[src/rtl/pwm_capture.sv]
// ---------------------------------------------------------------------------
// pwm_capture
//
// Measures the period and high time of an external PWM input, in clk cycles.
// This is the receive-side partner of the PWM generator in the timer
// peripheral. The register block reads the results. Feeding the generator
// output back into pwm_in gives a loopback self-test.
//
// Optional feature macro: PWM_CAP_FILTER_EN
//   When defined, a glitch filter sits between the synchronizer and the
//   edge detector. The filtered level follows the synchronized input only
//   after FILTER_LEN consecutive samples disagree with it. This adds
//   FILTER_LEN clk of edge latency. Both edges are delayed equally, so the
//   period measurement does not change.
//   When undefined, edges come straight from the synchronized input.
//
// Parameters
//   CNT_W        width of the period/high counters and result registers
//   SYNC_STAGES  synchronizer depth on pwm_in (>= 2)
//   FILTER_LEN   consecutive equal samples the glitch filter needs
//
// Ports
//   clk          peripheral clock
//   rst_n        synchronous active-low reset
//   cap_en       capture enable; 0 forces IDLE, clears counters and ovf
//   ovf_clr      single-cycle pulse that clears the sticky ovf flag
//   pwm_in       asynchronous PWM input
//   meas_period  cycles between the last two rising edges
//   meas_high    high cycles within that period
//   meas_valid   1-cycle pulse: meas_* were loaded this cycle
//   ovf          sticky timeout flag (no rising edge for 2^CNT_W-1 cycles)
//   busy         1 whenever the FSM is not in IDLE
//
// Handshake: there is no back-pressure. meas_valid pulses for exactly one
// cycle. meas_period and meas_high stay stable from that pulse until the
// next one, so a reader can pick them up at any time in between.
//
// The FSM state is held in the internal signal 'state' (type state_t).
// Checkers can bind to it for observation.
// ---------------------------------------------------------------------------
module pwm_capture #(
  parameter int CNT_W       = 16,
  parameter int SYNC_STAGES = 2,
  parameter int FILTER_LEN  = 3
) (
  input  logic             clk,
  input  logic             rst_n,
  input  logic             cap_en,
  input  logic             ovf_clr,
  input  logic             pwm_in,
  output logic [CNT_W-1:0] meas_period,
  output logic [CNT_W-1:0] meas_high,
  output logic             meas_valid,
  output logic             ovf,
  output logic             busy
);

  // Reject parameter values the structure below cannot support.
  generate
    if (SYNC_STAGES < 2 || FILTER_LEN < 1) begin : g_bad_params
      $error("pwm_capture: SYNC_STAGES must be >= 2 and FILTER_LEN >= 1");
    end
  endgenerate

  typedef enum logic [1:0] {
    ST_IDLE = 2'd0,
    ST_ARM  = 2'd1,
    ST_HIGH = 2'd2,
    ST_LOW  = 2'd3
  } state_t;

  localparam logic [CNT_W-1:0] CNT_ONE = CNT_W'(1);

  state_t           state;
  state_t           state_nxt;

  logic [SYNC_STAGES-1:0] sync_q;
  logic             s_sync;   // synchronized level
  logic             s_lvl;    // level seen by the edge detector
  logic             s_d;
  logic             rise;
  logic             fall;

  logic [CNT_W-1:0] cnt_per;
  logic [CNT_W-1:0] cnt_hi;
  logic             cnt_full;

  // Datapath controls, produced by the FSM output process.
  logic             cnt_clr;
  logic             cnt_start;
  logic             per_inc;
  logic             hi_inc;
  logic             load_meas;
  logic             set_ovf;

  // -------------------------------------------------------------------------
  // Input synchronizer. Bit 0 takes the raw pin. The top bit is the
  // synchronized level.
  // -------------------------------------------------------------------------
  always_ff @(posedge clk) begin
    if (!rst_n) begin
      sync_q <= '0;
    end else begin
      sync_q <= {sync_q[SYNC_STAGES-2:0], pwm_in};
    end
  end

  assign s_sync = sync_q[SYNC_STAGES-1];

`ifdef PWM_CAP_FILTER_EN
  // -------------------------------------------------------------------------
  // Glitch filter. filt_cnt counts consecutive synchronized samples that
  // differ from the current filtered level. On the FILTER_LEN-th such sample
  // the level flips. Any sample that agrees with the level restarts the
  // count, so pulses shorter than FILTER_LEN clk never reach the edge
  // detector.
  // -------------------------------------------------------------------------
  localparam int FCW = $clog2(FILTER_LEN + 1);

  logic [FCW-1:0] filt_cnt;
  logic           filt_level;

  always_ff @(posedge clk) begin
    if (!rst_n) begin
      filt_cnt   <= '0;
      filt_level <= 1'b0;
    end else if (s_sync != filt_level) begin
      if (filt_cnt == FCW'(FILTER_LEN - 1)) begin
        filt_level <= s_sync;
        filt_cnt   <= '0;
      end else begin
        filt_cnt <= filt_cnt + FCW'(1);
      end
    end else begin
      filt_cnt <= '0;
    end
  end

  assign s_lvl = filt_level;
`else
  assign s_lvl = s_sync;
`endif

  // -------------------------------------------------------------------------
  // Edge detector
  // -------------------------------------------------------------------------
  always_ff @(posedge clk) begin
    if (!rst_n) begin
      s_d <= 1'b0;
    end else begin
      s_d <= s_lvl;
    end
  end

  assign rise     = s_lvl & ~s_d;
  assign fall     = ~s_lvl & s_d;
  assign cnt_full = (cnt_per == '1);

  // -------------------------------------------------------------------------
  // FSM: state register
  // -------------------------------------------------------------------------
  always_ff @(posedge clk) begin
    if (!rst_n) begin
      state <= ST_IDLE;
    end else begin
      state <= state_nxt;
    end
  end

  // -------------------------------------------------------------------------
  // FSM: next-state logic. Dropping cap_en overrides everything else.
  // A timeout (period counter saturated with no rise this cycle) goes back
  // to ARM, so the next measurement again needs two rising edges.
  // -------------------------------------------------------------------------
  always_comb begin
    state_nxt = state;
    if (!cap_en) begin
      state_nxt = ST_IDLE;
    end else begin
      unique case (state)
        ST_IDLE: state_nxt = ST_ARM;
        ST_ARM: begin
          if (rise) state_nxt = ST_HIGH;
        end
        ST_HIGH: begin
          if (cnt_full && !rise) state_nxt = ST_ARM;
          else if (fall)         state_nxt = ST_LOW;
        end
        ST_LOW: begin
          if (rise)          state_nxt = ST_HIGH;
          else if (cnt_full) state_nxt = ST_ARM;
        end
        default: state_nxt = ST_IDLE;
      endcase
    end
  end

  // -------------------------------------------------------------------------
  // FSM: outputs and datapath controls.
  // The rising-edge cycle is counted as the first cycle of both the period
  // and the high phase, so counters restart at 1. The falling-edge cycle
  // counts toward the period but not the high time. This gives period = H+L
  // and high = H.
  // -------------------------------------------------------------------------
  always_comb begin
    cnt_clr   = 1'b0;
    cnt_start = 1'b0;
    per_inc   = 1'b0;
    hi_inc    = 1'b0;
    load_meas = 1'b0;
    set_ovf   = 1'b0;
    busy      = (state != ST_IDLE);
    if (!cap_en) begin
      cnt_clr = 1'b1;
    end else begin
      unique case (state)
        ST_IDLE: cnt_clr = 1'b1;
        ST_ARM: begin
          // Any partial cycle seen before the first rise is discarded.
          if (rise) cnt_start = 1'b1;
          else      cnt_clr   = 1'b1;
        end
        ST_HIGH: begin
          if (cnt_full && !rise) begin
            set_ovf = 1'b1;
            cnt_clr = 1'b1;
          end else begin
            per_inc = 1'b1;
            hi_inc  = ~fall;
          end
        end
        ST_LOW: begin
          if (rise) begin
            load_meas = 1'b1;
            cnt_start = 1'b1;
          end else if (cnt_full) begin
            set_ovf = 1'b1;
            cnt_clr = 1'b1;
          end else begin
            per_inc = 1'b1;
          end
        end
        default: cnt_clr = 1'b1;
      endcase
    end
  end

  // -------------------------------------------------------------------------
  // Period / high counters
  // -------------------------------------------------------------------------
  always_ff @(posedge clk) begin
    if (!rst_n) begin
      cnt_per <= '0;
      cnt_hi  <= '0;
    end else if (cnt_clr) begin
      cnt_per <= '0;
      cnt_hi  <= '0;
    end else if (cnt_start) begin
      cnt_per <= CNT_ONE;
      cnt_hi  <= CNT_ONE;
    end else begin
      if (per_inc) cnt_per <= cnt_per + CNT_ONE;
      if (hi_inc)  cnt_hi  <= cnt_hi + CNT_ONE;
    end
  end

  // -------------------------------------------------------------------------
  // Result registers. They keep their values across cap_en drops and
  // timeouts. Only reset or a new completed period changes them.
  // -------------------------------------------------------------------------
  always_ff @(posedge clk) begin
    if (!rst_n) begin
      meas_period <= '0;
      meas_high   <= '0;
      meas_valid  <= 1'b0;
    end else begin
      meas_valid <= load_meas;
      if (load_meas) begin
        meas_period <= cnt_per;
        meas_high   <= cnt_hi;
      end
    end
  end

  // -------------------------------------------------------------------------
  // Sticky overflow flag. If a set and a clear arrive in the same cycle,
  // the set wins so that no timeout is lost. set_ovf can only be asserted
  // while cap_en is 1.
  // -------------------------------------------------------------------------
  always_ff @(posedge clk) begin
    if (!rst_n) begin
      ovf <= 1'b0;
    end else if (set_ovf) begin
      ovf <= 1'b1;
    end else if (ovf_clr || !cap_en) begin
      ovf <= 1'b0;
    end
  end

endmodule
[config.mk]
export PLATFORM = sky130hd
export DESIGN_NAME = pwm_capture
export DESIGN_NICKNAME = d
export VERILOG_FILES = /design/src/rtl/pwm_capture.sv
export SDC_FILE = /design/constraint.sdc
export NUM_CORES = 1
export LEC_CHECK = 0
export ABC_AREA = 1
export BUFFER_PORTS_ARGS = -buffer_cell sky130_fd_sc_hd__clkbuf_2
export CAP_MARGIN = 10
export CORE_MARGIN = 5
export CORE_UTILIZATION = 45
export CTS_CLUSTER_DIAMETER = 60
export DETAILED_ROUTE_END_ITERATION = 16
export HOLD_SLACK_MARGIN = 0.08
export SLEW_MARGIN = 15
export SYNTH_ARGS = -nofsm -noshare
export SYNTH_HDL_FRONTEND = slang
export SYNTH_SLANG_ARGS = --single-unit
export TNS_END_PERCENT = 20
[constraint.sdc]
create_clock -name clk -period 3.7 [get_ports clk]
set_input_delay 0.74 -clock clk [delete_from_list [all_inputs] [get_ports clk]]
set_output_delay 0.74 -clock clk [all_outputs]
set_load 0.01 [all_outputs]
==> metrics.txt, run 1 <==
Synth Register Bits 71; actual slew at the worst max-slew pin 0.6541 ns; Net count, final 492; die width 96.42 µm; area delta synth->final 13.66%; largest net degree at the start of global routing 35; Highest Clock Rate 441.2 MHz; WP data required 2.96 ns; Initial DRC Count 113; GRT Total Usage 0.1790; Starting Density 0.4633; cts hold-fix bufs 0; core area 0.007253 mm²; slew margin rel. 0.5633; final antenna-violating net count 0; total power 1.458 mW; Resize count post-CTS 0; CTS Sinks 71; Setup Fix Bufs, Post-CTS 0; DR pass1 iterations 4; CP max FO 19; WS Path Type register to output pin; total negative slack 0 ns; via count 2986; Fin. Hold Viols 0; max_cap viols 0; CP peak stage delay 0.74 ns; PortBufs 39; minimum clock period 2.266 ns; CTS tree done; drt wl/cell 12.97 µm; share of layout cells above drive strength 1 0.1959; synth top area cells dfxtp_1 42%, nand2_1 11%, nand3_1 10%; status completed; dpl hpwl 5247 µm; min-delay worst type register to register; H-tree levels 3; Cells after Synth 451; setup repair after global routing missed its margin false; multi-input combinational cell area 0.001695 mm²; worst-skew pair later-pin latency 0.35 ns; commonest cells after routing, fill and taps aside 102 x nand2_1, 71 x dfxtp_1, 70 x nand3_1, 41 x a21oi_1, 39 x clkbuf_2; cts bufs inserted 9; Unique masters post-synth 32; Top Family by Delay on Critical Path flip-flops; Tcrit/Tclk final 0.6125; Root Driver clkbuf_8; CP startpoint kind register; antenna cells 0; Fillers 744; vias per inst 5.070; final wirelength 7639 µm; Clock transition at path regs 0.08 ns; post-synthesis cell area 0.003361 mm²; slowest CP cell dfxtp_1; Leak 1.420 nW; top-area cell type share of the netlist area 0.4229; Mapped Nets 458; CTS Buffer Depth 2; CP cell instances inv_1, nand2_1, clkbuf_2; WP data arrival 1.53 ns; Worst path depth 3; sequential-to-total area share from yosys stat 0.4229; grt ovf 0; final max-slew violation count 0; number of synthesis warnings 0; r2r worst-path depth 8; DIE AREA 0.009297 mm²; Mean Syn Cell Area 7.452 µm²; final setup vio count 0; area leader, netlist dfxtp_1; VDD IR max 0.2180 mV; Final GP Congestion 0.8657; first-pass GRT wire length 13030 µm; DRC viols 0; most common cell after layout, fill and taps aside nand2_1; Die H 96.42 µm; Reg area 0.001421 mm²; I/O pin total 40; Rows 31; initial antenna violation count 0; clock skew 0.006137 ns; Hold Crit Depth 2; CP bufs+invs 2; vias in the first global route 2824; element type at the critical path end output pin; Pwr Density 381.6 mW/mm²
## cell usage after synthesis, drive strengths merged
library cell  instances
nor3                  8
a31oi                 2
o21a                  1
o211ai                1
nand2               109
inv                  30
nand4                 3
o21ai                 4
dfxtp                71
buf                  14
xnor2                11
clkbuf                8
o21bai                4
a21oi                61
nor3b                 1
nor2                 40
clkinv                1
xor2                  9
nand3                71
ha                    2
## kinds of logic after synthesis
group	Yosys count	share of synthesized area
buf+inv	53	0.07259
xor+xnor	20	0.05212
simple gates	232	0.3075
compound gates	73	0.1374
fa+ha+maj	2	0.007445
flops	71	0.4229
## state kept, by name, summed over array words and instances, names as in the netlist
| name | count |
|---|---|
| cnt_hi | 16 |
| cnt_per | 16 |
| meas_high | 16 |
| meas_period | 16 |
| state | 2 |
| sync_q | 2 |
| meas_valid | 1 |
| ovf | 1 |
| s_d | 1 |
## per-stage QoR
step                hold slack (ns)  instance area, µm²    util  setup WS (ns)  cells
CTS                          0.4260                3820  0.5267          1.385    589
global route                 0.4599                3820  0.5267          1.295    589
finish                       0.4233                3820  0.5267          1.434    589
global placement             0.4016                3602  0.4966          1.387    573
floorplan                    0.3900                3361       -          1.955    451
detailed placement           0.4070                3602  0.4966          1.252    573
## cell type report
class / instances / share of cell area
multi-input cells: 327 / 0.4438
flip-flops and latches: 71 / 0.3721
repair buffers: 45 / 0.06289
clock buffers: 12 / 0.04324
well taps: 99 / 0.03243
inverters: 31 / 0.03177
clock inverters: 4 / 0.01376
## worst paths after layout
kind	start	end	slack (ns)
worst max-delay path	state[1]	busy	1.43
worst min-delay path	sync_q[0]	sync_q[1]	0.42
worst min register to register	sync_q[0]	sync_q[1]	0.42
worst max register to register	state[1]	cnt_hi[15]	1.68
## metal layers
layer | routed length (µm) | vias to the layer above | GRT usage
met1 | 3434 | 1386 | 0.2152
met2 | 3820 | 40 | 0.3105
li1 | - | 1550 | -
met3 | 261 | 10 | 0.03950
met5 | 0 | - | 0
met4 | 123 | 0 | 0.06893
## tightest hold or removal path: stages, from the launching register on
cell	delay, ns
dfxtp_1	0.31
nand2_1	0.05
inv_1	0.04
## report_power, final
| group | internal (mW) | switching (mW) | total, mW | leakage (nW) |
|---|---|---|---|---|
| Combinational | 0.00624 | 0.0209 | 0.0271 | 0.747 |
| Sequential | 0.766 | 0.00182 | 0.767 | 0.572 |
| Clock | 0.366 | 0.297 | 0.663 | 0.101 |
| Total | 1.14 | 0.320 | 1.46 | 1.42 |
Note: power is estimated with default switching activity, not from simulation.
==> run 2: changes to the inputs <==
- clock period: 3.7 -> 2.2 ns (I/O delays scaled with it)
==> run 2 against run 1 <==
- power grew 64%
- non-clock buffer count increased by 3
- via count increased by 1.5%
- routed wire length is 1.7% higher
- sequential share of layout area is essentially flat
- sequential power up 68%
- clock power grew 60%
- count of clock-buffer cells in the layout stayed put
- setup slack got worse by 1.1 ns
- register-to-register slack got worse by 1.3 ns
- global-route usage is 0.81 points higher
==> metrics.txt, run 2 (synthesized netlist as in run 1, its figures left out) <==
CP startpoint kind register (unchanged); CTS Sinks 71 (unchanged); largest net degree at the start of global routing 36 (was 35); initial antenna violation count 0 (unchanged); antenna cells 0 (unchanged); Highest Clock Rate 542.6 MHz; Rows 31 (unchanged); DIE AREA 0.009297 mm² (unchanged); first-pass GRT wire length 13570 µm (was 13030 µm); drt wl/cell 13.15 µm (was 12.97 µm); final setup vio count 0 (unchanged); most common cell after layout, fill and taps aside nand2_1 (unchanged); Final GP Congestion 0.8687 (was 0.8657); DRC viols 0 (unchanged); commonest cells after routing, fill and taps aside 102 x nand2_1, 71 x dfxtp_1, 70 x nand3_1, 41 x a21oi_1, 39 x clkbuf_2 (unchanged); core area 0.007253 mm² (unchanged); WP data arrival 2.07 ns (was 1.53 ns); final max-slew violation count 0 (unchanged); I/O pin total 40 (unchanged); grt ovf 0 (unchanged); Pwr Density 626.3 mW/mm² (was 381.6 mW/mm²); cts bufs inserted 9 (unchanged); vias in the first global route 2907 (was 2824); actual slew at the worst max-slew pin 0.4389 ns (was 0.6541 ns); area delta synth->final 13.74% (was 13.66%); clock skew 0.006134 ns (was 0.006137 ns); Clock transition at path regs 0.07 ns (was 0.08 ns); status completed (unchanged); Root Driver clkbuf_8 (unchanged); setup repair after global routing missed its margin false (unchanged); via count 3030 (was 2986); total negative slack 0 ns (unchanged); element type at the critical path end register (was output pin); Fillers 760 (was 744); Tcrit/Tclk final 0.8377; max_cap viols 0 (unchanged); final wirelength 7770 µm (was 7639 µm); PortBufs 39 (unchanged); worst-skew pair later-pin latency 0.34 ns (was 0.35 ns); DR pass1 iterations 4 (unchanged); VDD IR max 0.3672 mV (was 0.2180 mV); vias per inst 5.127 (was 5.070); die width 96.42 µm (unchanged); final antenna-violating net count 0 (unchanged); setup slack at placement 0.3438 ns (was 1.252 ns); min-delay worst type input port to register (was register to register); Net count, final 495 (was 492); dpl hpwl 5400 µm (was 5247 µm); Die H 96.42 µm (unchanged); worst setup margin 0.3570 ns (was 1.434 ns); Fin. Hold Viols 0 (unchanged); CTS Buffer Depth 2 (unchanged); multi-input combinational cell area 0.001695 mm² (unchanged); Initial DRC Count 85 (was 113); Starting Density 0.4633 (unchanged); WS Path Type register to register (was register to output pin); cts hold-fix bufs 0 (unchanged); H-tree levels 3 (unchanged); GRT Total Usage 0.1871 (was 0.1790); Setup Fix Bufs, Post-CTS 0 (unchanged); CP max FO 26 (was 19); slew margin rel. 0.7051 (was 0.5633); minimum clock period 1.843 ns; CTS tree done (unchanged); WP data required 2.43 ns (was 2.96 ns); Reg area 0.001421 mm² (unchanged); Leak 1.433 nW (was 1.420 nW); share of layout cells above drive strength 1 0.1972 (was 0.1959); Resize count post-CTS 0 (unchanged)
run 2: cell types whose count changed in the layout (fill, tap and decap cells not counted):
| cell | before | now |
|---|---|---|
| buf_4 | 6 | 9 |
| clkbuf_1 | 0 | 1 |
| clkbuf_8 | 12 | 11 |
| clkinv_2 | 0 | 1 |
| clkinvlp_4 | 3 | 1 |
run 2: layout make-up:
type,instances,area share
multi-input combinational,327,0.4435
sequential,71,0.3718
timing repair buffer,48,0.06874
clock buffer,12,0.04059
tap,99,0.03241
inverter,31,0.03175
clock inverter,3,0.01113
run 2: critical path: stages, from the launching register on:
cell and delay [ns]:
dfxtp_1 0.42, ha_1 0.29, nand3_4 0.12, inv_1 0.09, nand2_2 0.07, nor2_1 0.10
nand3_1 0.12, nand2_2 0.14, nor2_4 0.06, inv_6 0.24, nor2_1 0.08
run 2: path summary, 6_finish.rpt:
check,slack [ns],cells after the start,start,endpoint
max reg2reg,0.36,10,cnt_per[0],cnt_hi[9]
min,0.28,3,pwm_in,sync_q[0]
max,0.36,10,cnt_per[0],cnt_hi[9]
min reg2reg,0.42,2,sync_q[0],sync_q[1]
run 2: per-layer routing:
| layer | global-route usage | routed length [µm] | vias up |
|---|---|---|---|
| li1 | - | - | 1560 |
| met5 | 0 | 0 | - |
| met2 | 0.3128 | 3820 | 42 |
| met4 | 0.05257 | 94 | 0 |
| met1 | 0.2386 | 3601 | 1419 |
| met3 | 0.04802 | 254 | 9 |
run 2: stage by stage:
step / cells / utilization / power [mW] / cell area, µm² / hold slack, ns
finish: 591 / 0.5270 / 2.394 / 3822 / 0.2804
global route: 591 / 0.5270 / 2.494 / 3822 / 0.2861
CTS: 591 / 0.5270 / 2.425 / 3822 / 0.2651
detailed placement: 576 / 0.4997 / 1.369 / 3625 / 0.4102
global placement: 576 / 0.4997 / 1.368 / 3625 / 0.4051
floorplan: 451 / - / 1.351 / 3361 / 0.3900
run 2: report_power, final:
group / leakage [nW] / internal, mW / switching [mW]
clock network: 0.0985 / 0.578 / 0.478
registers: 0.572 / 1.29 / 0.00222
logic: 0.762 / 0.0107 / 0.0373
==> run 3: changes to the inputs <==
- clock period: 2.2 -> 1.8 ns (I/O delays scaled with it)
==> run 3 against run 2 <==
- cell area up 5.8%
- global-route usage up 1.1 points
- utilization up 3.1 points
- sequential cell count unchanged
- setup slack worse by 0.20 ns
- largest cell class unchanged
- highest routed layer unchanged
==> metrics.txt, run 3 (synthesized netlist as in run 1, its figures left out) <==
core area 0.007253 mm² (unchanged); final antenna-violating net count 0 (unchanged); Die H 96.42 µm (unchanged); Fin. Hold Viols 0 (unchanged); I/O pin total 40 (unchanged); first-pass GRT wire length 14200 µm (was 13570 µm); PortBufs 39 (unchanged); grt ovf 0 (unchanged); Fillers 734 (was 760); multi-input combinational cell area 0.001724 mm² (was 0.001695 mm²); max_cap viols 0 (unchanged); vias in the first global route 3061 (was 2907); Initial DRC Count 103 (was 85); drt wl/cell 13.43 µm (was 13.15 µm); Rows 31 (unchanged); global routing usage on met1 0.2321 (was 0.2386); dpl cells 598 (was 576); largest net degree at the start of global routing 34 (was 36); DRC viols 0 (unchanged); final setup vio count 0 (unchanged); final core occ 0.5577 (was 0.5270); CTS Sinks 71 (unchanged); Clock transition at path regs 0.07 ns (about the same); WP data required 2.03 ns (was 2.43 ns); CP peak stage delay 0.36 ns (was 0.42 ns); worst-skew pair later-pin latency 0.35 ns (was 0.34 ns); CTS Buffer Depth 2 (unchanged); dpl hpwl 5878 µm (was 5400 µm); DIE AREA 0.009297 mm² (unchanged); r2r worst-path depth 10 (unchanged); slowest CP cell dfxtp_1 (unchanged); antenna cells 0 (unchanged); status completed (unchanged); CP startpoint kind register (unchanged); minimum clock period 1.645 ns (was 1.843 ns); reg-to-reg slack, setup 0.16 ns (was 0.36 ns); Setup Fix Bufs, Post-CTS 0 (unchanged); most common cell after layout, fill and taps aside nand2_1 (unchanged); clock skew 0.007726 ns (was 0.006134 ns); met3 usage 0.04648 (was 0.04802); met2 GRT Util 0.3462 (was 0.3128); GRT Total Usage 0.1985 (was 0.1871); cts bufs inserted 9 (unchanged); vias per inst 5.036 (was 5.127); commonest cells after routing, fill and taps aside 102 x nand2_1, 71 x dfxtp_1, 68 x nand3_1, 41 x a21oi_1, 39 x clkbuf_2 (was 102 x nand2_1, 71 x dfxtp_1, 70 x nand3_1, 41 x a21oi_1, 39 x clkbuf_2); WP data arrival 1.88 ns (was 2.07 ns); Leak 1.557 nW (was 1.433 nW); CTS tree done (unchanged); share of layout cells above drive strength 1 0.2408 (was 0.1972); final wirelength 8249 µm (was 7770 µm); Reg area 0.001421 mm² (unchanged); H-tree levels 3 (unchanged); Final GP Congestion 0.8744 (was 0.8687); setup repair after global routing missed its margin true (was false); element type at the critical path end register (unchanged); actual slew at the worst max-slew pin 0.4038 ns (was 0.4389 ns); VDD IR max 0.4376 mV (was 0.3672 mV); Net count, final 517 (was 495); min-delay worst type input port to register (unchanged); Final Non-Filler Cells 614 (was 591); WS Path Type register to register (unchanged); via count 3092 (was 3030); Hold Crit Depth 3 (unchanged); Pwr Density 760.4 mW/mm² (was 626.3 mW/mm²); DR pass1 iterations 4 (unchanged); CP cell instances ha_2, nand3_4, inv_1, nand2_2, nor2_1, nand3_1, nand2_2, nor2_4, inv_8, nor2_1 (was ha_1, nand3_4, inv_1, nand2_2, nor2_1, nand3_1, nand2_2, nor2_4, inv_6, nor2_1); Highest Clock Rate 608.0 MHz (was 542.6 MHz); CP max FO 26 (unchanged); GRT busiest layer met2 (unchanged); die width 96.42 µm (unchanged); post-route cell area 0.004045 mm² (was 0.003822 mm²); Root Driver clkbuf_8 (unchanged); Starting Density 0.4633 (unchanged); post-placement cell area 0.003790 mm² (was 0.003625 mm²); initial antenna violation count 0 (unchanged); slew margin rel. 0.7305 (was 0.7051); final max-slew violation count 0 (unchanged); Tcrit/Tclk final 0.9138 (was 0.8377); area delta synth->final 20.36% (was 13.74%)
==> run 3: final timing paths <==
path	start	to
max	cnt_per[1]	cnt_hi[9]
min	pwm_in	sync_q[0]
max reg2reg	cnt_per[1]	cnt_hi[9]
min reg2reg	sync_q[0]	sync_q[1]
==> run 3: repair_timing <==
item / in CTS / in global routing
resized for setup: 0 / 7
hold buffers: 0 / 0
setup endpoints to repair: 0 / 31
==> run 3: power by group <==
group | leakage, nW | internal (mW) | switching, mW
clock | 0.114 | 0.856 | 0.581
combinational | 0.871 | 0.0155 | 0.0476
sequential | 0.572 | 1.57 | 0.00253
total | 1.56 | 2.45 | 0.631
==> run 3: stage by stage <==
stage	power, mW	hold slack (ns)	setup WS [ns]	TNS, ns
final	3.076	0.1922	0.1552	0
after global routing	3.194	0.1785	-0.01748	-0.04576
after CTS	3.118	0.1727	0.05569	0
after detailed placement	1.676	0.4054	0.07298	0
after global placement	1.674	0.4014	0.1560	0
after floorplan	1.652	0.3900	0.1896	0
==> run 3: per-layer routing <==
metal | part of all wire | vias up | wire length (µm)
met2 | 0.50 | 49 | 4144
met5 | 0 | - | 0
li1 | - | 1608 | -
met1 | 0.45 | 1420 | 3693
met3 | 0.031 | 15 | 252
met4 | 0.019 | 0 | 157
==> run 3: area by class of cell <==
class                   instances  area share
repair buffers                 70      0.1058
multi-input cells             327      0.4262
clock inverters                 3     0.01608
flip-flops and latches         71      0.3514
well taps                      99     0.03062
inverters                      31     0.03062
clock buffers                  13     0.03928
==> run 3: worst max-delay path: cells and delay by family, from the launching register on <==
family / cells / cell delay (ns)
and+or+nand+nor: 7 / 0.66
DFF: 1 / 0.36
buffers and inverters: 2 / 0.28
adders and majority gates: 1 / 0.22
